**src/rtl/nonce_gen_if.sv**
```systemverilog
// Handshake and status bundle between the nonce generator and its Curl loader.
// The slave side is the generator; the master side drives seeds and control.
interface nonce_gen_if #(
  parameter int CNT_W = 32
);
  logic             i_start;
  logic             i_stop;
  logic [53:0]      i_rnd_trits;
  logic             i_ready;
  logic [53:0]      o_nonce;
  logic             o_valid;
  logic             o_busy;
  logic [CNT_W-1:0] o_count;
  logic             o_wrap;

  modport master (
    output i_start, i_stop, i_rnd_trits, i_ready,
    input  o_nonce, o_valid, o_busy, o_count, o_wrap
  );

  modport slave (
    input  i_start, i_stop, i_rnd_trits, i_ready,
    output o_nonce, o_valid, o_busy, o_count, o_wrap
  );
endinterface

```
**src/rtl/nonce_gen.sv**
```systemverilog
// Balanced-ternary nonce generator: seeds a 27-trit nonce from a random trit
// source and presents successive +1 increments to the Curl loader.
module nonce_gen #(
  parameter int CNT_W = 32
) (
  input  logic        i_clk,
  input  logic        i_arst_n,
  nonce_gen_if.slave  bus
);

  typedef enum logic [1:0] {
    IDLE  = 2'd0,
    LOAD  = 2'd1,
    ISSUE = 2'd2
  } state_t;

  state_t           r_state;
  state_t           w_state_nxt;
  logic             w_load;
  logic             w_xfer;
  logic [54:0]      w_inc;

  logic [53:0]      r_nonce;
  logic             r_valid;
  logic             r_busy;
  logic [CNT_W-1:0] r_count;
  logic             r_wrap;

  // The illegal trit code 2'b10 is folded to zero so only legal trits circulate.
  function automatic logic [53:0] sanitise(input logic [53:0] t);
    logic [53:0] r;
    r = t;
    for (int k = 0; k < 27; k++) begin
      if (t[2*k+:2] == 2'b10) r[2*k+:2] = 2'b00;
    end
    return r;
  endfunction

  // Returns {carry_out, nonce + 1}; carry ripples across all 27 trits.
  function automatic logic [54:0] bt_inc(input logic [53:0] n);
    logic [53:0] r;
    logic        c;
    r = n;
    c = 1'b1;
    for (int k = 0; k < 27; k++) begin
      if (c) begin
        case (n[2*k+:2])
          2'b00:   begin r[2*k+:2] = 2'b01; c = 1'b0; end
          2'b01:   begin r[2*k+:2] = 2'b11; c = 1'b1; end
          default: begin r[2*k+:2] = 2'b00; c = 1'b0; end
        endcase
      end
    end
    return {c, r};
  endfunction

  assign w_inc = bt_inc(r_nonce);

  always_comb begin
    w_state_nxt = r_state;
    w_load      = 1'b0;
    w_xfer      = 1'b0;
    case (r_state)
      IDLE: begin
        if (bus.i_start && !bus.i_stop) w_state_nxt = LOAD;
      end
      LOAD: begin
        if (bus.i_stop) begin
          w_state_nxt = IDLE;
        end else begin
          w_load      = 1'b1;
          w_state_nxt = ISSUE;
        end
      end
      ISSUE: begin
        if (bus.i_stop)       w_state_nxt = IDLE;
        else if (bus.i_start) w_state_nxt = LOAD;
        else                  w_xfer      = r_valid && bus.i_ready;
      end
      default: w_state_nxt = IDLE;
    endcase
  end

  always_ff @(posedge i_clk or negedge i_arst_n) begin
    if (!i_arst_n) r_state <= IDLE;
    else           r_state <= w_state_nxt;
  end

  // Status flags are registered from the next state so they track r_state exactly.
  always_ff @(posedge i_clk or negedge i_arst_n) begin
    if (!i_arst_n) begin
      r_nonce <= '0;
      r_valid <= 1'b0;
      r_busy  <= 1'b0;
      r_count <= '0;
      r_wrap  <= 1'b0;
    end else begin
      r_valid <= (w_state_nxt == ISSUE);
      r_busy  <= (w_state_nxt != IDLE);
      if (w_load) begin
        r_nonce <= sanitise(bus.i_rnd_trits);
        r_count <= '0;
        r_wrap  <= 1'b0;
      end else if (w_xfer) begin
        r_nonce <= w_inc[53:0];
        r_count <= r_count + CNT_W'(1);
        if (w_inc[54]) r_wrap <= 1'b1;
      end
    end
  end

  assign bus.o_nonce = r_nonce;
  assign bus.o_valid = r_valid;
  assign bus.o_busy  = r_busy;
  assign bus.o_count = r_count;
  assign bus.o_wrap  = r_wrap;

endmodule

```
**src/flat_wrapper.sv**
```systemverilog
// flat-port wrapper written by rule: the top's interface ports become plain ports
module nonce_gen_flat 
#(
  parameter int CNT_W = 32
)
  (i_clk, i_arst_n, bus_i_start, bus_i_stop, bus_i_rnd_trits, bus_i_ready, bus_o_nonce, bus_o_valid, bus_o_busy, bus_o_count, bus_o_wrap);
  nonce_gen_if #(.CNT_W(CNT_W)) bus_i ();
  input  logic i_clk;
  input  logic i_arst_n;
  input wire logic [$bits(bus_i.i_start)-1:0] bus_i_start;
  input wire logic [$bits(bus_i.i_stop)-1:0] bus_i_stop;
  input wire logic [$bits(bus_i.i_rnd_trits)-1:0] bus_i_rnd_trits;
  input wire logic [$bits(bus_i.i_ready)-1:0] bus_i_ready;
  output wire logic [$bits(bus_i.o_nonce)-1:0] bus_o_nonce;
  output wire logic [$bits(bus_i.o_valid)-1:0] bus_o_valid;
  output wire logic [$bits(bus_i.o_busy)-1:0] bus_o_busy;
  output wire logic [$bits(bus_i.o_count)-1:0] bus_o_count;
  output wire logic [$bits(bus_i.o_wrap)-1:0] bus_o_wrap;
  assign bus_i.i_start = bus_i_start;
  assign bus_i.i_stop = bus_i_stop;
  assign bus_i.i_rnd_trits = bus_i_rnd_trits;
  assign bus_i.i_ready = bus_i_ready;
  assign bus_o_nonce = bus_i.o_nonce;
  assign bus_o_valid = bus_i.o_valid;
  assign bus_o_busy = bus_i.o_busy;
  assign bus_o_count = bus_i.o_count;
  assign bus_o_wrap = bus_i.o_wrap;
  nonce_gen #(.CNT_W(CNT_W)) u_core (.i_clk(i_clk), .i_arst_n(i_arst_n), .bus(bus_i));
endmodule
```
**config.mk**
```make
export PLATFORM = sky130hd
export DESIGN_NAME = nonce_gen_flat
export DESIGN_NICKNAME = d
export VERILOG_FILES = /design/src/rtl/nonce_gen_if.sv /design/src/rtl/nonce_gen.sv /design/src/flat_wrapper.sv
export SDC_FILE = /design/constraint.sdc
export NUM_CORES = 1
export LEC_CHECK = 0
export CAP_MARGIN = 10
export CORE_ASPECT_RATIO = 1.5
export CORE_MARGIN = 2
export CORE_UTILIZATION = 47
export CTS_BUF_LIST = sky130_fd_sc_hd__clkbuf_16
export DETAILED_ROUTE_END_ITERATION = 8
export GPL_TIMING_DRIVEN = 0
export PLACE_DENSITY = 0.85
export SLEW_MARGIN = 20
export SYNTH_ARGS = -nofsm -noshare
export SYNTH_HDL_FRONTEND = slang
export SYNTH_SLANG_ARGS = --single-unit
```
**constraint.sdc**
```tcl
create_clock -name i_clk -period 3 [get_ports i_clk]
set_clock_uncertainty 0.2 [all_clocks]
set_input_delay 0.6 -clock i_clk [delete_from_list [all_inputs] [get_ports i_clk]]
set_output_delay 0.6 -clock i_clk [all_outputs]
set_load 0.01 [all_outputs]
```
==> metrics.md <==
| Metric | Value |
|---|---|
| Largest net degree at the start of global routing | 52 |
| Combinational Power Share | roughly 24% |
| Top Ports | 148 |
| Final cycle utilization of the critical path | approximately 95% |
| Sw frac | between 20 and 30% |
| Worst Path Class, Setup | primary input to flip-flop |
| Post-Synth Adder-Cell Area | 0.257% |
| Top-area cell type share of the netlist area | 46.8% |
| Yosys top cell by area | dfrtp_1 |
| CP endpoint kind | flip-flop |
| Syn. warnings | 0 |
| Power Density | between 500 and 600 nW/um^2 |
| Net count, final | 740 |
| Post-synthesis instance total | roughly 520 |
| Slew Viols, Final | 0 |
| Largest family of logic cells by synthesized area | simple AND/OR/NAND/NOR gates |
| Gr ovfl total | 0 |
| Final Non-Filler Cells | roughly 800 |
| CTS Hold Buffers Added | 0 |
| Slew of the pin with the lowest slew margin | between 0.6 and 0.7 ns |
| Aggregate global-route resource usage | between 20% and 30% |
| DR vias/cell | between 5 and 6 |
| Seq/Total Area, Yosys | a little under half |
| CP Launch Type | primary input |
| Share of layout cells above drive strength 1 | 7.30% |
| Fraction of the mapped netlist area in compound gates | 13.6% |
| Number of core rows | 45 |
| Hold Crit Class | primary input to asynchronous set/reset pin |
| Overall die width | 87.0 um |
| Largest cells by area after synthesis | dfrtp_1 47%, nand2_1 4.6%, nand3_1 3.8% |
| Post-synth EDFFs | 0 |
| Core box area | 10100 um^2 |
| Xor and xnor area share after synthesis | around 3.1% |
| DP Cell Count | 783 |
| Register share of total power | 44.1% |
| CTS tree | built |
| Final setup fails | 0 |
| I/O Buffers | 147 |
| FF-to-FF End | u_core.bus.o_nonce[39] |
| GP Congestion | 0.838 |
| WL per Instance | 19.0 um |
| N_diodes | 0 |
| Primary FF master, synth | dfrtp_1 |
| Vias after detailed routing | ~4.8k |
| Synth Area in Simple Gates | between 20 and 30% |
| Max clock buf depth | 2 |
| Synth Net Count | ~580 |
| First-pass GRT wire length | 23800 um |
| Most frequent cells in the layout | 146 x clkdlybuf4s50_1, 91 x dfrtp_1, 59 x nand2_1 |
| Critical path data required time | between 3 and 4 ns |
| Vias in the first global route | between 4k and 5k |
| Antenna Nets Post-Route | 0 |
| Worst-Skew Late Latency | about 0.35 ns |
| Initial DRC Count | around 310 |
| Initial antenna violation count | 0 |
| Int Power | 2.49 mW |
| Sink Count | 91 |
| WL final | approximately 15000 um |
| Root Buffer | clkbuf_16 |
| Most common cell after layout, fill and taps aside | clkdlybuf4s50_1 |
| R2R depth | 6 |
| Max FO, Critical Path | 10 |
| Critical path arrival | just under 3 ns |
| Number of synthesized register bits | slightly above 90 |
| P&R area growth vs syn | 40.8% |
| Maxcap violations | 0 |
| Psw | 1.01 mW |
| Final Critical Period | approximately 2.8 ns |
| Netlist Area Pre-Place | about 4900 um^2 |
| Max_slew headroom | a little over half |
| VDD IR max | about 0.3 mV |
| DRT Pass-1 Iters | 5 |
| # fillers | a little under 800 |
| Die area | 11200 um^2 |
| Outcome | complete, no violations |
| Mux cell area share after synthesis | 3.76% |
| H-Tree Level Count | 3 |
| Synth cell types | about 60 |
| Hpwl dp | 11300 um |
| Synth async-reset ratio | 100% |
| Flop-to-flop setup slack | around 0.27 ns |
| Synthesized area per cell | 9.38 um^2 |
| Tot Pwr | ~3.5 mW |
| Die Y | 129 um |
| RR Startpoint | u_core.bus.o_nonce[31] |
| Hold Vio Cnt, Final | 0 |
| Cts bufs inserted | 9 |
| Clock network fraction of total power | about a third |
| Fmax | ~350 MHz |
| Static Leakage | between 2 and 3 nW |
| Remaining DRCs | 0 |
| Initial Utilization | about 48% |
| Reg clk slew, reported paths | around 0.070 ns |
## timing repair
action | 4_1_cts | 5_1_grt
resized for setup | 1 | 8
setup endpoints to repair | 12 | 49
setup buffers | 0 | 3
pin swaps | 1 | 1
## metrics by stage
step / worst slack (ns) / cell area (um^2) / setup TNS (ns) / util [%] / hold WS, ns
CTS: 0.0154 / 6790 / 0 / 67.4 / 0.0554
finish: 0.162 / 6840 / 0 / 67.9 / 0.0461
global placement: -2.09 / 6480 / -205.39 / 64.3 / 0.286
floorplan: 0.543 / 4860 / 0 / - / 0.104
global route: -0.0289 / 6840 / -0.0393 / 67.9 / 0.0823
detailed placement: -0.576 / 6500 / -18.72 / 64.5 / 0.288
## layout make-up
type                    count  area (um^2)  area share [%]
well taps                 117          146            2.14
clock inverters             7         58.8           0.859
repair buffers            151         1520            22.2
inverters                  13         48.8           0.713
clock buffers               9          225            3.29
flip-flops and latches     91         2280            33.3
multi-input cells         388         2460            36.0
plain buffers              26          106            1.55
## worst max-delay path, stage by stage
cell and delay, ns:
clkdlybuf4s50_1 0.52, nor4b_4 0.39, nand4_2 0.20, buf_2 0.28, buf_2 0.23, nor4_2 0.35
nor2_1 0.07, o31ai_1 0.24
## synth_stat cells, drive strengths merged (10+ instances only)
master and count:
dfrtp 91, nand2 59, nand3 37, o21ai 33
nor2 32, a21oi 31, nand4 20, clkbuf 18
mux2i 16, and3 13, inv 13, nor4 13
xor2 13, and2 10, nand2b 10
## registers in the layout (all words and copies together), names as in the netlist
| register | flops |
|---|---|
| u_core.bus.o_wrap | 1 |
| u_core.bus.o_nonce | 54 |
| u_core.bus.o_valid | 1 |
| u_core.r_state | 2 |
| u_core.bus.o_count | 32 |
| u_core.bus.o_busy | 1 |
## cells by family after synthesis
| kind of cell | count (synthesis) |
|---|---|
| AO/OA/AOI/OAI | 106 |
| XOR/XNOR | 17 |
| AND/OR/NAND/NOR | 246 |
| flip-flops | 91 |
| multiplexers | 18 |
| adder cells (fa/ha/maj) | 1 |
| buffers and inverters | 39 |
## worst max-delay path by stage
stage                     from                     end  slack, ns  cells after the start
floorplan           bus_i_stop  u_core.bus.o_nonce[36]       0.54                      6
global placement      i_arst_n  u_core.bus.o_nonce[12]      -2.09                      1
detailed placement  bus_i_stop  u_core.bus.o_nonce[39]      -0.58                      7
CTS                 bus_i_stop  u_core.bus.o_nonce[52]       0.02                      7
global route        bus_i_stop  u_core.bus.o_nonce[16]      -0.03                      7
finish              bus_i_stop  u_core.bus.o_nonce[48]       0.16                      8
## metal layers
| layer | up-vias | part of all wire [%] | GRT usage [%] |
|---|---|---|---|
| met5 | - | 0 | 0 |
| met4 | 0 | 2.7 | 12.1 |
| met3 | 37 | 7.3 | 7.95 |
| met2 | 188 | 53 | 49.1 |
| met1 | 2356 | 37 | 29.4 |
| li1 | 2228 | - | - |
## power groups by stage
stage	sequential [mW]	combinational, mW	clock [mW]
after floorplan	1.59	0.284	0
after global placement	1.55	0.819	0
after detailed placement	1.56	0.848	0
after CTS	1.54	0.852	1.11
after global routing	1.56	0.916	1.17
final	1.54	0.850	1.11
No activity file was read; power rests on OpenSTA's default activity.
==> variant: new RTL, config.mk and constraints unchanged <==
`CNT_W` is set to 32 in 3 places; all go to 48.
--- a/src/rtl/nonce_gen_if.sv
+++ b/src/rtl/nonce_gen_if.sv
@@ -3,3 +3,3 @@
 interface nonce_gen_if #(
-  parameter int CNT_W = 32
+  parameter int CNT_W = 48
 );
--- a/src/rtl/nonce_gen.sv
+++ b/src/rtl/nonce_gen.sv
@@ -3,3 +3,3 @@
 module nonce_gen #(
-  parameter int CNT_W = 32
+  parameter int CNT_W = 48
 ) (
--- a/src/flat_wrapper.sv
+++ b/src/flat_wrapper.sv
@@ -3,3 +3,3 @@
 #(
-  parameter int CNT_W = 32
+  parameter int CNT_W = 48
 )
Ports: changed (resized bus_o_count); port bits go from 148 to 164. The function was not compared with the original's and may differ.
==> variant against the original RTL <==
The flow now finishes with violations (hold timing); combinational power is 0.9% lower; final area is 15% higher; area after synthesis is 16% higher; first-iteration DRC count is 22% lower; setup slack worse by 0.062 ns; fmax is 2.1% lower; routed wire length is 17% higher; non-clock buffer count is 17 higher; sequential cell count is 16 higher; critical path depth is 1 lower; total power is 7.9% higher; largest cell class unchanged; highest routed layer unchanged.
==> variant: results (changes against the original RTL) <==
router iterations before antenna repair=5 (unchanged); gpl congestion=0.979 (+17%); Netlist cell types=57 (-3.4%); reg-to-reg critical path endpoint=u_core.bus.o_nonce[43]$_DFFE_PN0P_; failing checks=hold timing; R2R Path Start=u_core.bus.o_nonce[23]$_DFFE_PN0P_; Nets=839 (+13%); HP Class=in2async; worst slew pin tran=0.788 ns (+0.105 ns); Mapped Nets=661 (+14%); post-synthesis sequential area ratio=0.474 (+0.00509); vias in the first global route=5,646 (+17%); Reg2Reg Setup Slack=0.36 ns (+0.09 ns); drc violations=0 (unchanged); Pleak=3.30 nW (+14%); vias after detailed routing=5,669 (+18%); CTS buffer count=9 (unchanged); share of cells above drive strength 1=0.0816 (+0.00864); CP max stage delay=0.67 ns (+0.15 ns); largest net degree at the start of global routing=57 (+9.6%); PortBufs=163 (+11%); hold slack=-0.000710 ns (-0.0468 ns); top post-synthesis cells by area=dfrtp_1, nand2_1, nand3_1; filler instances=971 (+25%); Post-Syn Area per Cell=9.41 um2 (+0.26%); Max IR drop VDD=0.374 mV (+24%); Final Hold Vio Count=5 (+5); total track usage=0.272 (-0.00186); HPWL after DPL=13,300 um (+18%); Post-synth top flop=dfrtp_1; number of synthesized flops with an enable pin=0 (unchanged); diode count=0 (unchanged); Crit path arrival time=2.92 ns (+0.03 ns); WL final=17,800 um (+17%); worst reg2reg path depth=6 (unchanged); placed instance count=918 (+17%); Reg clk slew, reported paths=around 0.08 ns; status=finished, violations left; Post-synth ARST share=1.00 (unchanged); most instantiated cells after synthesis=dfrtp_1, nand2_1, nand3_1, nor2_1, a21oi_1; Critical-path top delay cell=nor4_1; WL/cell=19.0 um (about the same); clk root buf=clkbuf_16; crit path max fanout=7 (-3); DR iter-0 viols=244 (-22%); global-route wire length before repair=28,400 um (+19%)
[variant: cell count changes after synthesis, sizes merged, moves of 6 or more]
cell,unedited run,this run
nor4,13,6
nand3,37,45
xor2,13,24
nand2b,10,2
a21oi,31,40
and2,10,4
o21ai,33,40
dfrtp,91,107
nand4,20,27
nor2,32,44
[variant: report_power, final]
| group | switching, W | internal, W |
|---|---|---|
| sequential | 0.000162 | 0.00159 |
| clock | 0.000599 | 0.000588 |
| combinational | 0.000362 | 0.000480 |
[variant: cell families after synthesis]
logic type | count (synthesis) | synth area share
AO/OA/AOI/OAI | 131 | 0.144
XOR/XNOR | 29 | 0.0449
adder cells (fa/ha/maj) | 1 | 0.00221
AND/OR/NAND/NOR | 275 | 0.275
multiplexers | 18 | 0.0323
flip-flops | 107 | 0.474
buffers and inverters | 40 | 0.0283
[variant: how the worst max path moves through the flow]
stage | from | endpoint | depth (start not counted)
floorplan | bus_i_start | u_core.bus.o_nonce[46]$_DFFE_PN0P_ | 6
global placement | i_arst_n | u_core.bus.o_nonce[26]$_DFFE_PN0P_ | 1
detailed placement | bus_i_stop | u_core.bus.o_nonce[26]$_DFFE_PN0P_ | 6
CTS | bus_i_stop | u_core.bus.o_nonce[26]$_DFFE_PN0P_ | 6
global route | bus_i_stop | u_core.bus.o_count[39]$_DFFE_PN0P_ | 7
finish | bus_i_stop | u_core.bus.o_count[13]$_DFFE_PN0P_ | 7
[variant: what timing repair did]
item                       in CTS  in global routing
hold buffers                    0                  0
resized for setup               5                  7
buffers inserted                1                  2
pin swaps                       1                  1
setup endpoints to repair      74                 15
hold endpoints to repair        0                  0
[variant: stage by stage]
stage          worst slack [ns]  power, W  instance area [um2]
2_1_floorplan             0.509   0.00208                 5650
3_3_place_gp              -2.86   0.00257                 7480
3_5_place_dp             -0.627   0.00261                 7510
4_1_cts                  0.0647   0.00378                 7840
5_1_grt                -0.00686   0.00393                 7870
6_report                 0.0995   0.00378                 7870
[variant: critical path, delay by kind of cell]
family	cells	cell delay (ns)
XOR/XNOR	1	0.22
buffers and inverters	2	0.75
AND/OR/NAND/NOR	4	1.35
[variant: metal layers]
metal  part of all wire  GRT usage
met4              0.032      0.108
met5                  0          0
met3              0.060     0.0392
met1               0.37      0.317
met2               0.54      0.495
[variant: area by class of cell]
type / count / share of cell area
Multi-Input combinational cell: 454 / 0.364
Sequential cell: 107 / 0.340
Timing Repair Buffer: 167 / 0.214
Clock buffer: 9 / 0.0286
Tap cell: 153 / 0.0243
Buffer: 27 / 0.0148
Clock inverter: 7 / 0.00827
Inverter: 13 / 0.00620
